## src/rtl/shift_reg_pkg.sv

```systemverilog
// Shared constants for the serial-in / parallel-out shift register.
package shift_reg_pkg;

  localparam logic DIR_LEFT  = 1'b0;
  localparam logic DIR_RIGHT = 1'b1;

  localparam int SHIFT_REG_DEFAULT_WIDTH = 4;

endpackage : shift_reg_pkg

```

## src/rtl/shift_reg.sv

```systemverilog
// Bidirectional serial-in shift register; out is taken straight from the flops.
// Port list stays flat and in fixed order so positional instantiation keeps working.
module shift_reg
  import shift_reg_pkg::*;
#(
  parameter int WIDTH = SHIFT_REG_DEFAULT_WIDTH
) (
  input  logic             clk,
  input  logic             data,
  input  logic             en,
  input  logic             dir,
  input  logic             rstn,
  output logic [WIDTH-1:0] out
);

  logic [WIDTH-1:0] shift_r;
  logic [WIDTH-1:0] next_s;

  // Next-state select: hold, shift toward MSB, or shift toward LSB.
  // dir is only examined while en is high, so X on dir/data during hold is ignored.
  always_comb begin
    next_s = shift_r;
    if (en) begin
      case (dir)
        DIR_LEFT:  next_s = {shift_r[WIDTH-2:0], data};
        DIR_RIGHT: next_s = {data, shift_r[WIDTH-1:1]};
        default:   next_s = shift_r;
      endcase
    end else begin
      next_s = shift_r;
    end
  end

  // Register with synchronous reset; rstn is active-high despite its name.
  always_ff @(posedge clk) begin
    if (rstn) begin
      shift_r <= {WIDTH{1'b0}};
    end else begin
      shift_r <= next_s;
    end
  end

  assign out = shift_r;

endmodule : shift_reg

```

## config.mk

```make
export PLATFORM = sky130hd
export DESIGN_NAME = shift_reg
export DESIGN_NICKNAME = d
export VERILOG_FILES = /design/src/rtl/shift_reg_pkg.sv /design/src/rtl/shift_reg.sv
export SDC_FILE = /design/constraint.sdc
export NUM_CORES = 1
export LEC_CHECK = 0
export BUFFER_PORTS_ARGS = -buffer_cell sky130_fd_sc_hd__buf_4
export CORE_AREA = 2 2 39 41
export DETAILED_ROUTE_END_ITERATION = 6
export DIE_AREA = 0 0 41 43
export PLACE_DENSITY = 0.34
export SYNTH_ARGS = -nofsm -noshare
export SYNTH_HDL_FRONTEND = slang
export SYNTH_SLANG_ARGS = --single-unit
```

## constraint.sdc

```tcl
create_clock -name clk -period 0.85 [get_ports clk]
set_input_delay 0.085 -clock clk [delete_from_list [all_inputs] [get_ports clk]]
set_output_delay 0.085 -clock clk [all_outputs]
set_load 0.03 [all_outputs]
```

# Word level (Yosys, flattened, before mapping)
# Index checks and enable logic that the tools add are counted.
# totals
input_bits	5
output_inout_bits	4
word_cells	3
ff_bits	4
# classes
n_bitwise	1
n_mux	1
# ops
operator	count
$pmux 4 s2	1
$not 1->1	1

# Longest topological paths before layout
# depth
depth_word	2
depth_mapped	3
ltp_nobuf	2

# Worst setup path before layout
# OpenSTA, ideal clock, no wires.
# synth_path
path_type	reg-to-reg
start	reg shift_r[1] (netlist: out[1])
end	reg shift_r[0] (netlist: out[0])
stages_incl_launch_ff	3
setup_time_ns	0.086
path_slack_ns	-0.078
synth_period_minus_slack_ns	0.928
arrival_ns	0.842
path_buffers	0
required_ns	0.764
cell_sequence	dfxtp_1 mux2i_1 a211oi_1
# synth_via
elab_chain_len	1
# synth_rtl
element	line_no	rtl
start: declaration	shift_reg.sv:16	logic [WIDTH-1:0] shift_r;
start signal: assignment	shift_reg.sv:37	shift_r <= {WIDTH{1'b0}};
start signal: assignment	shift_reg.sv:39	shift_r <= next_s;
$pmux 4 s2	shift_reg.sv:24	case (dir)
# No other way between the ends.
# A chain may end at the register's enable or synchronous reset.

# Worst setup path in the final report
# layout_path
start	reg shift_r[1] (netlist: out[1])
end	out out[1]
# layout_lines
element	line_no	rtl
end: declaration	shift_reg.sv:13	output logic [WIDTH-1:0] out
# No word-level cell between the ends.

==> flow_metrics.py <==
metrics = {
    "pwr": {
        "p_sw_share_pct": 26.2,
        "ir_drop_mv": 0.644,
        "switching_power_w": 0.000147,
        "leakage_nw": 0.125,
        "power.share.sequential_pct": 38.9,
        "cell_internal_pwr_w": 0.000414,
        "powerDensity_mw_per_mm2": 1970,
        "pwr-share-comb_pct": 19.0,
        "total_power_w": 0.000561,
        "clkPwrFrac_pct": 42.1,
    },
    "die": {
        "die_width_um": 41,
        "initial_utilization_pct": 12.6,
        "ios": 9,
        "dieHeight_um": 43,
        "die_area_mm2": 0.00176,
        "row_count": 14,
        "core_area_mm2": 0.00138,
    },
    "clock_tree": {
        "cts-htree-levels": 1,
        "clk_latency_ns": 0.23,
        "holdBufCountCts": 0,
        "postCtsSetupRepairBufs": 0,
        "cts_inserted_buffers": 3,
        "cts_buffer_depth": 2,
        "clkSlewWorstSetupHoldPaths_ns": 0.04,
        "cts_root_buf": "clkbuf_4",
        "clkSinkCount": 4,
        "cts_tree": "done",
    },
    "synthesis": {
        "synth_commonest_cells": "a211oi_1, dfxtp_1, mux2i_1, nor2_1",
        "yosys-top-cells-area": "dfxtp_1, mux2i_1, a211oi_1",
        "ys_types": 6,
        "synth_top_area_share_pct": 46.0,
        "synth_edf_count": 0,
        "yosysSeqAreaShare_pct": 46.0,
        "netlist_instances": 18,
        "synth.cell_area_um2": 174,
        "yosys.area.top_type": "dfxtp_1",
        "ys_seq_elements": 4,
        "yosys_warnings": 0,
        "synth_nets": 23,
        "avgSynthCellArea_um2": 9.66,
        "async_flop_share_pct": 0,
        "synth_ff_type": "dfxtp_1",
    },
    "drt": {
        "routed_wl_um": 443,
        "viasPerCell": 3.72,
        "drc_errors": 0,
        "route.vias.total": 160,
        "drt_iter0_markers": 2,
        "ant_nets": 0,
        "firstDrtPassIters": 2,
        "wire_per_inst_um": 10.3,
    },
    "timing": {
        "layout_min_cycle_time_ns": 0.805,
        "worst_slew_pin_slew_ns": 0.194,
        "skew_ns": 0.00119,
        "setup_violations": 0,
        "fin_crit_sh_pct": 94.7,
        "slew_headroom_pct": 87.0,
        "rsz0062_at_grt": "no",
        "drv_slew": 0,
        "max_freq_ghz": 1.24,
        "hold_viol": 0,
    },
    "cells_and_area": {
        "nNetsFinal": 34,
        "antenna_cells_inserted": 0,
        "fillerInstances": 150,
        "synthToLayoutAreaGrowth_pct": 63.3,
        "fin_area_um2": 284,
        "drive_above_1_share_pct": 55.6,
        "seqCellArea_um2": 85.1,
        "largest_reg_flops": 4,
        "fin_util_pct": 20.5,
        "multi_input_area_um2": 85.1,
    },
    "critical_path": {
        "path_max_fanout": 4,
        "r2r-start": "out[1]",
        "endpoint_kind": "output port",
        "r2r_cells": 2,
        "cp.arrival_ns": 0.72,
        "required_ns": 0.76,
        "path_class": "flop to output port",
        "startpoint_type": "flop",
        "critPathBufInv": 1,
        "worstReg2RegEnd": "out[0]",
        "slowest_stage": "dfxtp_2",
        "cpPeakStageDelay_ns": 0.35,
        "path_cells": "buf_6",
        "reg2reg_slack_ns": 0.08,
        "path_delay_family": "flip-flops",
    },
    "placement": {
        "place_area_um2": 249,
        "place_congestion": 0.730,
        "dp_hpwl_um": 329,
        "io_buffers": 8,
    },
    "worst_hold_path": {
        "hold-path-cell-count": 2,
        "worstHoldStart": "rstn",
        "hp-class": "input port to flop",
        "hold_end": "out[2]",
    },
    "global_route": {
        "grt_max_degree": 9,
        "grt_pass1_vias": 176,
        "antenna_found_initial": 0,
        "grtUsageTotal_pct": 6.72,
        "grt-ovfl-total": 0,
        "grt_first_pass_wirelength_um": 738,
    },
    "flow_run": {
        "drv_cap": 0,
    },
    "outcome": {
        "outcome": "completed",
    },
}
==> cell type report <==
| cell class | instances | share of cell area [%] |
|---|---|---|
| clock buffer | 3 | 7.93 |
| multi-input combinational | 12 | 30.0 |
| sequential | 4 | 30.0 |
| tap | 16 | 7.05 |
| timing repair buffer | 8 | 25.1 |
==> per-stage QoR <==
| step | setup slack [ns] | hold WS (ns) | TNS [ns] | std cells |
|---|---|---|---|---|
| after global placement | 0.0809 | 0.279 | 0 | 40 |
| after floorplan | -0.0570 | 0.150 | -0.0570 | 18 |
| after CTS | 0.00935 | 0.0303 | 0 | 43 |
| after detailed placement | 0.125 | 0.280 | 0 | 40 |
| after global routing | 0.00643 | 0.0329 | 0 | 43 |
| final | 0.0453 | 0.0410 | 0 | 43 |
==> worst max-delay path by stage <==
stage,start,to,cells after the start
2_1_floorplan,out[0],out[1],2
3_3_place_gp,out[0],out[1],2
3_5_place_dp,out[2],out[3],2
4_1_cts,out[0],out[0],1
5_1_grt,out[3],out[3],1
6_report,out[1],out[1],1
==> cell usage in the layout, fill, tap and decap left out <==
| master | instances |
|---|---|
| buf_4 | 5 |
| mux2i_1 | 4 |
| nor2_1 | 4 |
| a211oi_1 | 4 |
| dfxtp_2 | 4 |
| clkbuf_4 | 3 |
| buf_6 | 3 |
==> power by group through the flow <==
stage	clock network (W)	registers, W	logic, W
after floorplan	0	0.000242	0.0000349
after global placement	0	0.000219	0.000101
after detailed placement	0	0.000219	0.000100
after CTS	0.000252	0.000217	0.000103
after global routing	0.000264	0.000221	0.000114
final	0.000236	0.000218	0.000106
==> kinds of logic (layout without fill, tap and decap cells) <==
kind of cell / Yosys count / in the layout / synth area share [%]
buf+inv: 2 / 11 / 5.03
mux: 4 / 4 / 23.0
compound gates: 4 / 4 / 17.3
simple gates: 4 / 4 / 8.63
flops: 4 / 4 / 46.0
==> metal layers <==
layer	vias up	track usage [%]	part of all wire, %
li1	83	-	-
met1	70	8.97	47
met2	7	6.25	44
met3	0	2.09	8.8
met4	0	10.0	0
met5	-	0	0
==> what timing repair did <==
action,4_1_cts,5_1_grt
resized for setup,1,3
endpoints found under the setup margin,1,3
pin swaps,0,0
(Power assumes the default switching activity.)
